===== src/rtl/m_entry_debounce.sv =====
// m_entry_debounce
// Conditioning stage ahead of the lock's password FSM. Synchronises the raw
// set button and the 4-bit switch bank, debounces the button with a
// counter-driven FSM, and presents a stretched set_data level plus a code
// word frozen at the moment the press is accepted.
//
// Parameters:
//   DB_CYCLES  stable cycles required to accept a press or a release
//   MIN_HOLD   minimum cycles o_set_data stays high once asserted
// Ports:
//   clk        system clock
//   i_Rst      synchronous active-high reset
//   i_CE       clock enable for FSM, counters and outputs (synchroniser free-runs)
//   i_btn      raw asynchronous push-button, active-high
//   iv_sw      raw asynchronous switch code
//   o_set_data debounced, stretched press level
//   ov_data    code captured at press acceptance
//   o_busy     high whenever the FSM is not idle
// Build option:
//   ENTRY_SW_DEBOUNCE_EN  when defined, each switch bit is stable-filtered
//                         for DB_CYCLES cycles before it can be captured.
module m_entry_debounce #(
  parameter logic [25:0] DB_CYCLES = 26'd100_000,
  parameter logic [25:0] MIN_HOLD  = 26'd5_000_000
) (
  input  logic       clk,
  input  logic       i_Rst,
  input  logic       i_CE,
  input  logic       i_btn,
  input  logic [3:0] iv_sw,
  output logic       o_set_data,
  output logic [3:0] ov_data,
  output logic       o_busy
);

  typedef enum logic [2:0] {
    S_IDLE,
    S_PRESS_WAIT,
    S_HELD,
    S_RELEASE_WAIT,
    S_STRETCH
  } state_t;

  state_t      state, state_nxt;
  logic [25:0] db_cnt, db_cnt_nxt;
  logic [25:0] hold_cnt, hold_cnt_nxt;
  logic        set_nxt;
  logic [3:0]  data_nxt;
  logic        busy_nxt;

  logic        btn_meta, btn_s;
  logic [3:0]  sw_meta, sw_s;
  logic [3:0]  sw_cap;

  // Two-flop synchronisers; deliberately not gated by i_CE.
  always_ff @(posedge clk) begin
    if (i_Rst) begin
      btn_meta <= 1'b0;
      btn_s    <= 1'b0;
      sw_meta  <= '0;
      sw_s     <= '0;
    end else begin
      btn_meta <= i_btn;
      btn_s    <= btn_meta;
      sw_meta  <= iv_sw;
      sw_s     <= sw_meta;
    end
  end

`ifdef ENTRY_SW_DEBOUNCE_EN
  logic [3:0]  sw_f;
  logic [25:0] sw_cnt [4];

  // A bit adopts the new synchronised value only after it has disagreed
  // with the filtered value for DB_CYCLES consecutive enabled cycles.
  always_ff @(posedge clk) begin
    if (i_Rst) begin
      sw_f <= '0;
      for (int unsigned i = 0; i < 4; i++) sw_cnt[i] <= '0;
    end else if (i_CE) begin
      for (int unsigned i = 0; i < 4; i++) begin
        if (sw_s[i] == sw_f[i]) begin
          sw_cnt[i] <= '0;
        end else if (sw_cnt[i] == DB_CYCLES - 26'd1) begin
          sw_f[i]   <= sw_s[i];
          sw_cnt[i] <= '0;
        end else begin
          sw_cnt[i] <= sw_cnt[i] + 26'd1;
        end
      end
    end
  end

  assign sw_cap = sw_f;
`else
  assign sw_cap = sw_s;
`endif

  // State and all counters/outputs advance together only on enabled cycles.
  always_ff @(posedge clk) begin
    if (i_Rst) begin
      state      <= S_IDLE;
      db_cnt     <= '0;
      hold_cnt   <= '0;
      o_set_data <= 1'b0;
      ov_data    <= '0;
      o_busy     <= 1'b0;
    end else if (i_CE) begin
      state      <= state_nxt;
      db_cnt     <= db_cnt_nxt;
      hold_cnt   <= hold_cnt_nxt;
      o_set_data <= set_nxt;
      ov_data    <= data_nxt;
      o_busy     <= busy_nxt;
    end
  end

  logic [25:0] db_inc, hold_inc;
  logic        db_last, hold_done;

  always_comb begin
    state_nxt    = state;
    db_cnt_nxt   = db_cnt;
    hold_cnt_nxt = hold_cnt;
    set_nxt      = o_set_data;
    data_nxt     = ov_data;

    // Both counters saturate rather than wrap.
    db_inc    = (db_cnt < DB_CYCLES) ? db_cnt + 26'd1 : db_cnt;
    hold_inc  = (hold_cnt < MIN_HOLD) ? hold_cnt + 26'd1 : hold_cnt;
    db_last   = (db_cnt == DB_CYCLES - 26'd1);
    hold_done = (hold_cnt >= MIN_HOLD);

    unique case (state)
      S_IDLE: begin
        db_cnt_nxt = '0;
        if (btn_s) state_nxt = S_PRESS_WAIT;
      end
      S_PRESS_WAIT: begin
        // btn_s is checked first so a bounce on the threshold cycle rejects.
        if (!btn_s) begin
          state_nxt  = S_IDLE;
          db_cnt_nxt = '0;
        end else if (db_last) begin
          state_nxt    = S_HELD;
          db_cnt_nxt   = '0;
          hold_cnt_nxt = '0;
          set_nxt      = 1'b1;
          data_nxt     = sw_cap;
        end else begin
          db_cnt_nxt = db_inc;
        end
      end
      S_HELD: begin
        hold_cnt_nxt = hold_inc;
        if (!btn_s) begin
          state_nxt  = S_RELEASE_WAIT;
          db_cnt_nxt = '0;
        end
      end
      S_RELEASE_WAIT: begin
        hold_cnt_nxt = hold_inc;
        if (btn_s) begin
          state_nxt  = S_HELD;
          db_cnt_nxt = '0;
        end else if (db_last) begin
          db_cnt_nxt = '0;
          if (hold_done) begin
            state_nxt = S_IDLE;
            set_nxt   = 1'b0;
          end else begin
            state_nxt = S_STRETCH;
          end
        end else begin
          db_cnt_nxt = db_inc;
        end
      end
      S_STRETCH: begin
        // Button activity is ignored here; a new press starts only from idle.
        if (hold_done) begin
          state_nxt = S_IDLE;
          set_nxt   = 1'b0;
        end else begin
          hold_cnt_nxt = hold_inc;
        end
      end
      default: begin
        state_nxt  = S_IDLE;
        db_cnt_nxt = '0;
        set_nxt    = 1'b0;
      end
    endcase

    busy_nxt = (state_nxt != S_IDLE);
  end

endmodule


===== config.mk =====
export PLATFORM = sky130hd
export DESIGN_NAME = m_entry_debounce
export DESIGN_NICKNAME = d
export VERILOG_FILES = /design/src/rtl/m_entry_debounce.sv
export SDC_FILE = /design/constraint.sdc
export NUM_CORES = 1
export LEC_CHECK = 0
export ABC_AREA = 1
export CORE_MARGIN = 1.5
export CORE_UTILIZATION = 30
export CTS_CLUSTER_SIZE = 25
export DETAILED_ROUTE_END_ITERATION = 8
export GPL_TIMING_DRIVEN = 1
export PLACE_DENSITY = 0.56
export SETUP_SLACK_MARGIN = 0.3
export SYNTH_ARGS = -nofsm -noshare
export SYNTH_HDL_FRONTEND = slang
export SYNTH_SLANG_ARGS = --single-unit

===== constraint.sdc =====
create_clock -name clk -period 1.8 [get_ports clk]
set_input_delay 0.54 -clock clk [delete_from_list [all_inputs] [get_ports clk]]
set_output_delay 0.54 -clock clk [all_outputs]
set_load 0.02 [all_outputs]

==> summary.md <==
The total number of yosys warnings was 0; the sum of buffers and inverters on the critical path was 2. The first detailed-routing pass took 5 iterations. The die covers 14300 um2. TritonCTS built the clock tree. In this run the biggest area consumer among cell types represents 35.0% of the synthesized area.

The synthesized netlist devotes 43.8% of its cell area to simple gates. Summing the areas of all compound-gate instances in the mapped netlist gives 9.85% of the synthesized area. Yosys instantiated no cell more often than sky130_fd_sc_hd__nand2_1. The post-synthesis instance area was 4070 um2; the area growth from synthesis to layout was 43.5%. met2 is the most crowded layer.

Average cell area after synthesis: 6.33 um2. Ranked by instance count, the synthesized netlist is headed by sky130_fd_sc_hd__nand2_1 (159), sky130_fd_sc_hd__nor2_1 (147), sky130_fd_sc_hd__dfxtp_1 (71). The logs give 9.49 ps for the clock skew after layout and 18100 um for the global-route wire length before repair.

The share of the clock period used by the worst path works out to 96.2%. In the post-synthesis netlist, the biggest area contributors are sky130_fd_sc_hd__dfxtp_1 (35%), sky130_fd_sc_hd__nand2_1 (15%), sky130_fd_sc_hd__nor2_1 (14%). The post-detailed-route wirelength per cell was 13.0 um; the final-layout setup total negative slack was 0 ps. Worst-skew pair later-pin latency: 340 ps. The most used flip-flop cell after synthesis is sky130_fd_sc_hd__dfxtp_1.

The path class of the tightest hold or removal check is register to register. The routed design has 11700 um of wire. The worst setup path is captured at a register. The time the worst path needs with I/O delays and setup works out to 1730 ps.

The biggest area contributor in the post-synthesis netlist is sky130_fd_sc_hd__dfxtp_1. The logs give 0.889 for the routability congestion estimate and 14 for the number of I/O pins. Critical path's slowest cell: sky130_fd_sc_hd__dfxtp_1.

After filler insertion, the fill cell instance count of the layout stands at 1333. The final setup slack of the worst path is 68.3 ps, and the number of input and output port buffers inserted is 13. The post-synthesis instance total was 642. Share of layout cells above drive strength 1: 31.9%.

The worst setup path is of the register to register kind. The source of the worst hold timing path is btn_meta$_SDFF_PP0_. The tools report the root buffer cell as sky130_fd_sc_hd__clkbuf_16. The total CTS buffers was 9. Walking the worst path, the cells encountered are nand2_1 > nor2_4 > nand4_1 > buf_4 > nand3_4 > buf_6 > nor2_2 > nor2_1 > nor3_2. The met1 capacity usage during global routing is 20.8%, and the tightest slew margin relative to the limit is 76.9%.

The post-synthesis xor/xnor area fraction was 1.08%. The cell family contributing the most delay on the critical path is simple AND/OR/NAND/NOR gates. In this run the critical register-to-register path is launched from db_cnt[15]$_SDFFE_PP0P_.

The worst setup path is launched from a register. The tree built by TritonCTS fans out to 71 sinks. The detail route stage leaves a number of antenna-violating nets equal to 0.

The number of failing hold endpoints at the final stage is 0. After detailed routing, the number of remaining DRC violations is 0. The finished cells cover 5830 um2.

The H-tree generated during clock tree synthesis spans 3 levels. For the aggregate global routing overflow, the log shows 0. Once placement finished, the instance area stood at 4710 um2. The clock-pin slew on the worst setup and hold paths is 60 ps. The transition time of the tightest slew-check pin came out at 345 ps. Measured in cells, the most critical reg-to-reg path has a length of 9. The detailed router finished its first iteration with 287 violations. The met3 usage in global routing was 2.59%. Dividing the detail-routed via count by the number of cells gives 4.82. Max-cap violations in this run came to 0.

Data on the critical path is required at its endpoint by 2040 ps. The critical path runs through a total of 9 cells. In this run the critical register-to-register path is captured at db_cnt[7]$_SDFFE_PP0P_.

The number of antenna diodes in the final layout is 0. The biggest fanout along the worst timing path was 7. Once detailed placement completed, the half-perimeter wirelength came to 7710 um. The count of state elements after synthesis is 71.

The maximum clock rate was 0.577 GHz; the starting density of the core was 30.7%. Setup repair after global routing could not meet its margin everywhere. The via count of the first global-routing pass is 3943, and the standby leakage power is 2.13 nW. Global-route track usage on met2: 24.9%. After synthesis, the share of flip-flops with an asynchronous set or reset is 0%.

After clock tree synthesis, the flow added hold-fix buffers numbering 0. The standard-cell row count is 42, and the sequential fraction of the synthesis area is 35.0%. The run gives 13200 um2 as the core box area.

The most critical setup path has its startpoint at db_cnt[15]$_SDFFE_PP0P_. The delay of the slowest cell on the worst path is 360 ps, and the unique cell type count in the Yosys netlist is 38. The tools report the placement-stage worst setup slack as -295 ps. Summing the areas of all fa, ha and maj instances in the mapped netlist gives 0.923% of the synthesized area. The longest clock path from root to sink contains 2 buffers.

In the global route stage, overall resource usage came out at 15.5%. The final layout contains 728 nets. The vertical die dimension came out at 119 um. Synthesis produced a netlist with a net count of 653. The peak supply drop is 0.000518 V, and the max-slew violation count is 0. Entering global routing, the biggest net connects 28 pins.

Setup violations remaining at the end of the flow were counted as 0. The portion of synthesized area spent on multiplexers is 0%. The run finished with clean final reports.

After synthesis, the largest family of logic cells by area is simple AND/OR/NAND/NOR gates. The reg2reg setup slack is 70 ps, and the die extent in x is 119 um. The initial antenna violation count came out at 0. The tools report the worst path arrival time as 1970 ps. Measured on the finished design, the core utilization comes to 44.1%.

In this run the power density over the cells is 713 nW/um2. End point of the critical path: db_cnt[7]$_SDFFE_PP0P_. Yosys mapped a number of flops with a built-in enable equal to 0. Total number of vias: 4326.
-- power by group --
part	internal, mW	switching, mW
Clock	1.23	0.759
Combinational	0.239	0.318
Sequential	1.60	0.0187
Total	3.06	1.10
-- sequential cells by signal (all words and copies together), names as in the netlist --
signal and cells:
db_cnt 26, hold_cnt 26, ov_data 4, sw_cap 4
sw_meta 4, state 3, btn_meta 1, btn_s 1
o_busy 1, o_set_data 1
-- layer usage --
| layer | wire length, um | part of all wire (%) |
|---|---|---|
| met1 | 5510 | 47 |
| met4 | 182 | 1.6 |
| met5 | 0 | 0 |
| met3 | 468 | 4.0 |
| met2 | 5510 | 47 |
-- cells in the final DEF (no fill, tap or decap), types with 3 or more instances in the layout --
cell                              count
sky130_fd_sc_hd__a21oi_1             29
sky130_fd_sc_hd__a21oi_2              6
sky130_fd_sc_hd__a21oi_4              4
sky130_fd_sc_hd__buf_12               4
sky130_fd_sc_hd__buf_4               48
sky130_fd_sc_hd__buf_6               17
sky130_fd_sc_hd__clkbuf_16           10
sky130_fd_sc_hd__clkdlybuf4s15_2      3
sky130_fd_sc_hd__clkdlybuf4s50_1      6
sky130_fd_sc_hd__dfxtp_1             58
sky130_fd_sc_hd__dfxtp_2             12
sky130_fd_sc_hd__inv_1               58
sky130_fd_sc_hd__inv_2               11
sky130_fd_sc_hd__inv_6                3
sky130_fd_sc_hd__nand2_1            139
sky130_fd_sc_hd__nand2_2             19
sky130_fd_sc_hd__nand2_4              3
sky130_fd_sc_hd__nand2_8              5
sky130_fd_sc_hd__nand3_1             15
sky130_fd_sc_hd__nand3_2              9
sky130_fd_sc_hd__nand3_4              3
sky130_fd_sc_hd__nand4_1             36
sky130_fd_sc_hd__nor2_1             114
sky130_fd_sc_hd__nor2_2              18
sky130_fd_sc_hd__nor2_4              21
sky130_fd_sc_hd__nor3_1               4
sky130_fd_sc_hd__nor3_2               6
sky130_fd_sc_hd__nor3_4               5
sky130_fd_sc_hd__o21ai_0              7
sky130_fd_sc_hd__o21ai_1              4
sky130_fd_sc_hd__o21ai_2              6
sky130_fd_sc_hd__o21bai_1             7
sky130_fd_sc_hd__xor2_1               4
-- what timing repair did --
| action | in CTS | in global routing |
|---|---|---|
| endpoints found under the setup margin | 65 | 63 |
| gates resized for setup | 59 | 115 |
| pin swaps | 8 | 48 |
| buffers inserted | 13 | 12 |
| gates cloned | 0 | 3 |
-- cell families after synthesis --
family / after synthesis
AO/OA/AOI/OAI: 67
XOR/XNOR: 5
adder cells (fa/ha/maj): 3
buffers and inverters: 92
flip-flops: 71
AND/OR/NAND/NOR: 404
-- layout make-up --
type / instances / area, um2 / area share [%]
clock inverter: 7 / 103 / 1.76
timing repair buffer: 83 / 774 / 13.3
multi-input combinational: 480 / 2790 / 47.9
sequential: 71 / 1440 / 24.7
clock buffer: 9 / 225 / 3.86
inverter: 72 / 279 / 4.78
tap: 176 / 220 / 3.77
-- worst register-to-register path: cells and delay by family (launching register included) --
kind,cells,cell delay (ps)
buffers and inverters,2,390
flip-flops,1,360
AND/OR/NAND/NOR,7,880
-- metrics by stage --
| stage | hold slack, ps | cells | power (mW) |
|---|---|---|---|
| 6_report | 404 | 898 | 4.16 |
| 5_1_grt | 412 | 898 | 4.29 |
| 4_1_cts | 405 | 883 | 4.06 |
| 3_5_place_dp | 396 | 854 | 2.04 |
| 3_3_place_gp | 390 | 854 | 2.04 |
| 2_1_floorplan | 388 | 642 | 1.90 |
-- worst min-delay path by stage --
stage	to	slack [ps]	depth (start not counted)
after floorplan	btn_s$_SDFF_PP0_	390	2
after global placement	sw_cap[1]$_SDFF_PP0_	390	2
after detailed placement	sw_cap[3]$_SDFF_PP0_	400	2
after CTS	sw_cap[3]$_SDFF_PP0_	400	2
after global routing	sw_cap[0]$_SDFF_PP0_	410	2
final	btn_s$_SDFF_PP0_	400	2
(Power assumes the default switching activity.)
